### config.mk
export PLATFORM = sky130hd
export DESIGN_NAME = step_loop_sequencer
export DESIGN_NICKNAME = d
export VERILOG_FILES = /design/src/rtl/step_loop_sequencer.sv
export SDC_FILE = /design/constraint.sdc
export NUM_CORES = 1
export LEC_CHECK = 0
export CAP_MARGIN = 20
export CORE_UTILIZATION = 25
export CTS_BUF_LIST = sky130_fd_sc_hd__clkbuf_8
export DETAILED_ROUTE_END_ITERATION = 8
export PLACE_DENSITY = 0.58
export SYNTH_ARGS = -nofsm -noshare
export SYNTH_HDL_FRONTEND = slang
export SYNTH_SLANG_ARGS = --single-unit
### constraint.sdc
create_clock -name clk -period 1.5 [get_ports clk]
set_input_delay 0.3 -clock clk [delete_from_list [all_inputs] [get_ports clk]]
set_output_delay 0.3 -clock clk [all_outputs]
set_load 0.01 [all_outputs]
### src/rtl/step_loop_sequencer.sv
// Purpose : step/loop play controller; counts tempo ticks within a loop of
//           runtime-selected length, repeats for a programmed loop count
//           (0 = endless) and drives play gating, indices and step strobes.
// Latency : every output is registered and changes one cycle after the
//           start/stop/step_tick that caused it.
// Backpressure: none; step_tick is a 1-cycle strobe that is accepted or
//           dropped (ignored in IDLE / PAUSED), there is no ready handshake.
//
// Optional feature macro: SEQ_PAUSE_EN (pause level input -> PAUSED state).
//
// Ports:
//   clk, nReset          clock (rising edge), async active-low reset
//   start, stop          1-cycle control pulses (stop wins over start)
//   pause                level, honoured only when SEQ_PAUSE_EN is defined
//   step_tick            1-cycle tempo strobe
//   loops, length        run config, sampled only on start
//   play                 run active (and not paused)
//   step_idx, loop_idx   current position
//   step_pulse           new step to sound
//   loop_wrap            a loop finished and another begins
//   done                 finite run completed naturally
module step_loop_sequencer #(
    parameter int MAX_STEPS = 16,
    parameter int LOOP_W    = 8,
    localparam int STEP_W   = (MAX_STEPS > 1) ? $clog2(MAX_STEPS) : 1
) (
    input  logic              clk,
    input  logic              nReset,
    input  logic              start,
    input  logic              stop,
    input  logic              pause,
    input  logic              step_tick,
    input  logic [LOOP_W-1:0] loops,
    input  logic [STEP_W:0]   length,
    output logic              play,
    output logic [STEP_W-1:0] step_idx,
    output logic [LOOP_W-1:0] loop_idx,
    output logic              step_pulse,
    output logic              loop_wrap,
    output logic              done
);

`ifdef SEQ_PAUSE_EN
    typedef enum logic [1:0] {
        S_IDLE   = 2'd0,
        S_RUN    = 2'd1,
        S_PAUSED = 2'd2
    } state_t;
`else
    typedef enum logic {
        S_IDLE = 1'b0,
        S_RUN  = 1'b1
    } state_t;

    // pause has no function in this build
    logic unused_pause;
    assign unused_pause = pause;
`endif

    state_t state, state_nxt;

    // Latched run configuration. The loop is kept as its last index (N-1)
    // and the loop count as its last index (L-1) plus an endless flag, so the
    // per-tick decisions are plain equality compares.
    logic [STEP_W-1:0] last_step, last_step_nxt;
    logic [LOOP_W-1:0] last_loop, last_loop_nxt;
    logic              endless,   endless_nxt;

    logic              play_nxt;
    logic [STEP_W-1:0] step_idx_nxt;
    logic [LOOP_W-1:0] loop_idx_nxt;
    logic              step_pulse_nxt;
    logic              loop_wrap_nxt;
    logic              done_nxt;

    // Length clamp: 0 or anything above MAX_STEPS plays MAX_STEPS steps.
    logic [STEP_W:0] len_clamped;
    logic [STEP_W:0] len_m1;

    always_comb begin
        if (length == '0 || length > (STEP_W+1)'(MAX_STEPS)) begin
            len_clamped = (STEP_W+1)'(MAX_STEPS);
        end else begin
            len_clamped = length;
        end
        // len_clamped is 1..MAX_STEPS, so len_m1 always fits in STEP_W bits
        len_m1 = len_clamped - (STEP_W+1)'(1);
    end

    always_ff @(posedge clk or negedge nReset) begin
        if (!nReset) begin
            state      <= S_IDLE;
            last_step  <= '0;
            last_loop  <= '0;
            endless    <= 1'b0;
            play       <= 1'b0;
            step_idx   <= '0;
            loop_idx   <= '0;
            step_pulse <= 1'b0;
            loop_wrap  <= 1'b0;
            done       <= 1'b0;
        end else begin
            state      <= state_nxt;
            last_step  <= last_step_nxt;
            last_loop  <= last_loop_nxt;
            endless    <= endless_nxt;
            play       <= play_nxt;
            step_idx   <= step_idx_nxt;
            loop_idx   <= loop_idx_nxt;
            step_pulse <= step_pulse_nxt;
            loop_wrap  <= loop_wrap_nxt;
            done       <= done_nxt;
        end
    end

    always_comb begin
        state_nxt      = state;
        last_step_nxt  = last_step;
        last_loop_nxt  = last_loop;
        endless_nxt    = endless;
        play_nxt       = play;
        step_idx_nxt   = step_idx;
        loop_idx_nxt   = loop_idx;
        step_pulse_nxt = 1'b0;
        loop_wrap_nxt  = 1'b0;
        done_nxt       = 1'b0;

        if (stop) begin
            // abort from any state; no done strobe
            state_nxt    = S_IDLE;
            play_nxt     = 1'b0;
            step_idx_nxt = '0;
            loop_idx_nxt = '0;
        end else if (start) begin
            // (re)start from any state; a tick in the same cycle is dropped
            state_nxt      = S_RUN;
            last_step_nxt  = len_m1[STEP_W-1:0];
            last_loop_nxt  = loops - LOOP_W'(1);
            endless_nxt    = (loops == '0);
            play_nxt       = 1'b1;
            step_idx_nxt   = '0;
            loop_idx_nxt   = '0;
            step_pulse_nxt = 1'b1;
        end else begin
            case (state)
                S_RUN: begin
`ifdef SEQ_PAUSE_EN
                    if (pause) begin
                        // pause outranks a coincident tick: position is held
                        state_nxt = S_PAUSED;
                        play_nxt  = 1'b0;
                    end else
`endif
                    if (step_tick) begin
                        if (step_idx != last_step) begin
                            step_idx_nxt   = step_idx + STEP_W'(1);
                            step_pulse_nxt = 1'b1;
                        end else if (!endless && loop_idx == last_loop) begin
                            // last step of last loop: finish silently
                            state_nxt    = S_IDLE;
                            play_nxt     = 1'b0;
                            step_idx_nxt = '0;
                            loop_idx_nxt = '0;
                            done_nxt     = 1'b1;
                        end else begin
                            // loop boundary; loop_idx wraps naturally when endless
                            step_idx_nxt   = '0;
                            loop_idx_nxt   = loop_idx + LOOP_W'(1);
                            loop_wrap_nxt  = 1'b1;
                            step_pulse_nxt = 1'b1;
                        end
                    end
                end
`ifdef SEQ_PAUSE_EN
                S_PAUSED: begin
                    // resume without re-sounding the held step
                    if (!pause) begin
                        state_nxt = S_RUN;
                        play_nxt  = 1'b1;
                    end
                end
`endif
                default: begin
                    // IDLE: ticks ignored
                end
            endcase
        end
    end

endmodule

* After elaboration in Yosys (flattened, before gate mapping) *
Cells that the tools add are included.

operators by class
  add/subtract/negate cells = 4
  multipliers = 0
  divide/modulo/power cells = 0
  $lt $le $gt $ge = 1
  eq/ne operators = 3
  shifts and indexed selects = 0
  mux-type cells = 39
  bitwise gates (word level) = 1
  reductions and logical operators = 12

operator list
  cell                 count
  $mux 8               6
  $mux 1               27
  $mux 4               6
  $reduce_bool 3->1    3
  $add 8x1->8 const B  1
  $eq 8x8->1           1
  $logic_not 8->1      1
  $sub 8x1->8 const B  1
  $gt 5x5->1 const B   1
  $logic_not 5->1      1
  $add 4x1->4 const B  1
  $ne 4x4->1           1
  $reduce_and 2->1     2
  $reduce_and 4->1     1
  $sub 4x1->4 const B  1
  $ne 3x3->1 const B   1
  $reduce_and 3->1     1
  $logic_and 1x1->1    1
  $logic_not 1->1      1
  $logic_or 1x1->1     1
  $not 1->1            1

word-level totals
  register bits after elaboration = 30
  latch bits = 0
  memory bits (writable) = 0
  ROM bits = 0
  output and inout bits = 16
  word-level logic and storage cells = 70
  memories = 0

* Longest topological paths before layout *
  word-level depth = 8
  mapped depth = 6
  gate-level depth less buffers = 6

* Worst setup path after synthesis *
No wires, ideal clock.

  path kind = reg2reg
  start = reg loop_idx[3]
  end = reg loop_idx[6]
  data arrival time = 1.466 ns
  data required time = 1.369 ns
  path slack = -0.097 ns
  stages on the path, launching flop included = 7
  buffers on the path = 1
  path through = dfrtp_1 -> xor2_1 -> nor4_4 -> nand3_4 -> buf_6 -> nand4_1 -> o211ai_1

on the way
  cells in the longest elaborated chain, start to end = 8

RTL lines
  element                                                              line  RTL
  start: declaration                                                   37    output logic [LOOP_W-1:0] loop_idx,
  start signal: assignment                                             109   loop_idx <= loop_idx_nxt;
  parallel branches: the longest is 2 deep, another holds $add 8x1->8  -
  $mux 8 (*)                                                           158   end else if (!endless && loop_idx == last_loop) begin
  $mux 8 (*)                                                           155   if (step_idx != last_step) begin
  $mux 8 (*)                                                           154   if (step_tick) begin
  $mux 8 (*)                                                           145   case (state)
  $mux 8 (*)                                                           134   end else if (start) begin
  $mux 8 (*)                                                           128   if (stop) begin

Every way passes the cells marked *. The select of a mux whose other input is x is not followed.
A chain may end at the register's enable or synchronous reset.

* Worst setup path after layout *
  start = reg loop_idx[3]
  end = reg loop_idx[4]

Same word-level chain as after synthesis.

==> results.toml <==
[synth]
yosys_warnings = 0
yosys.area.top_type = "dfrtp_1"
synth.area.top_cells = "dfrtp_1, xor2_1, nand2_1, xnor2_1, ha_1"
ys_seq_elements = 30
synthCells = 177
synth_cell_types = 35
syn-cell-area_um2 = 1670
synth.top_cell.area_share_pct = 45.1
avgSynthCellArea_um2 = 9.41
yosysSeqAreaShare_pct = 45.1
syn_nets = 201

[pwr]
p_per_area_nw_per_um2 = 757
leakagePower_uw = 0.00119
ir_drop_v = 0.000411

[setup_path]
worst_setup_path_start_kind = "flip-flop"
path_common_cell = "buf_4"
cp.arrival_ps = 1770
crit_slowest_cell = "dfrtp_1"
cp_top_family = "flip-flops"
path_class = "reg -> reg"
cp.required_ps = 1670
cpPeakStageDelay_ps = 400
end_kind = "flip-flop"
worstPathMaxFanout = 3
path_cells = "xor2_1, nor4_4, buf_4, buf_4, a31oi_1, o21ai_1, a21oi_2"
path_buf_inv = 2

[drt]
drcViolationCount = 0
ant_nets = 0
route.detailed.wl_per_inst_um = 12.5
drtIter0Drc = 68
num_vias = 1546
firstDrtPassIters = 4
routed_wl_mm = 4.28
vias_per_cell = 4.53

[clocking]
clockBufferDepth = 2
numClockSinks = 30
clk_latency_ps = 280
numCtsBuffers = 5
cts_tree = "yes"
htree_levels = 2
path_clk_slew_ps = 70
root_buffer = "clkbuf_8"

[global_routing]
track_usage_pct = 12.7
grt_pass1_vias = 1458
antenna_found_initial = 0
grt_overflow = 0
grt_pass1_wl_mm = 7.00
grt_max_degree = 31

[timing]
fin_ws_ps = -104
skew_ps = 4.63
slew_headroom_pct = 76.5
fin_crit_sh_pct = 107
hold_slack_ps = 380
setup-tns-final_ps = -431
setup-violations-final = 10
rsz0062_at_grt = "yes"
final_hold_viol_count = 0
worstMarginPinSlew_ps = 348
fmaxAchievable_ghz = 0.624
drv_slew = 0
period_minus_slack_ps = 1600

[floorplanning]
die_x_um = 83.6
die_h_um = 83.6
core-area_um2 = 6390
placementRows = 29
io-pin-count = 35
initial_core_util_pct = 26.1
dieArea_um2 = 6990

[cells_and_area]
fill_cells = 650
drive_gt1_share_pct = 29.5
area_growth_pct = 57.3
layout_commonest_cell = "buf_4"
nNetsFinal = 287
final_cell_mix = "buf_4, dfrtp_1, nand2_1"
antenna_cells = 0

[placement]
gp_congestion = 0.752
portBuffers = 33
dp_hpwl_mm = 2.97
pre_cts_ws_ps = -275

[run_status]
status = "complete, but fails checks"
violations = "setup timing"

[min_path]
hold_class = "in -> async"

[job]
maxCapViolCount = 0
Yosys cell counts (all sizes together):
cell type and n:
nand4b 3, dfrtp 30, o211ai 2, or2 2
a311oi 1, nor4 2, ha 5, o21ai 14
nand4 4, mux2 1, xor2 13, xnor2 9
clkbuf 4, nand3 9, nor3 10, nor2 9
inv 4, and3 2, nor4b 1, nand3b 2
nor2b 1, nand2 27, o31ai 1, a31oi 4
buf 3, and2 1, o41ai 1, a21oi 7
nand2b 5
layout make-up:
cell class,count,area [um2],area share (%)
multi-input cells,137,928,35.5
well taps,77,96.3,3.68
flip-flops and latches,30,753,28.8
clock buffers,6,82.6,3.15
repair buffers,85,734,28.0
inverters,4,15.0,0.573
clock inverters,2,8.76,0.334
layer usage:
layer	track usage, %	routed length [um]	up-vias	part of all wire, %
met3	2.97	160	5	3.7
met2	19.8	2020	35	47
met4	5.08	73	0	1.7
li1	-	-	789	-
met1	16.8	2020	717	47
met5	0	0	-	0
path summary, 6_finish.rpt:
check / startpoint / endpoint / slack (ps) / cells past startpoint
max: loop_idx[3] / loop_idx[4] / -100 / 7
min: nReset / step_pulse / 380 / 2
max reg2reg: loop_idx[3] / loop_idx[4] / -100 / 7
min in group clk: last_loop[1] / last_loop[1] / 500 / 2
max in group asynchronous: nReset / loop_idx[0] / 930 / 2
min reg2reg: last_loop[1] / last_loop[1] / 500 / 2
cells by family (layout without fill, tap and decap cells):
group | after synthesis | count (layout) | share of synthesized area, %
AO/OA/AOI/OAI | 30 | 30 | 10.2
XOR/XNOR | 22 | 22 | 11.6
adder cells (fa/ha/maj) | 5 | 5 | 3.76
buffers and inverters | 11 | 97 | 3.08
flip-flops | 30 | 30 | 45.1
multiplexers | 1 | 1 | 0.676
AND/OR/NAND/NOR | 78 | 79 | 25.6
registers in the layout, indices dropped and copies added (netlist names):
name	flops
step_idx	4
loop_idx	8
play	1
last_loop	8
loop_wrap	1
step_pulse	1
last_step	4
done	1
endless	1
state	1
metrics by stage:
stage               cell area (um2)  power (uW)  utilization [%]  instances
detailed placement             2430        1280             38.0        325
finish                         2620        1980             41.0        341
global placement               2430        1270             38.0        325
CTS                            2580        1990             40.3        340
floorplan                      1680        1080                -        177
global route                   2620        2070             41.0        341
what timing repair did:
| item | 4_1_cts | 5_1_grt |
|---|---|---|
| hold buffers | 0 | 0 |
| setup endpoints to repair | 25 | 18 |
| buffers inserted | 5 | 1 |
| pin swaps | 7 | 3 |
| gates cloned | 2 | 0 |
| resized for setup | 19 | 7 |
power breakdown:
group	internal, uW	switching [uW]	total [uW]
registers	862	40.7	903
clock network	363	310	672
logic	219	187	406
Power figures use the tool's default switching activity.
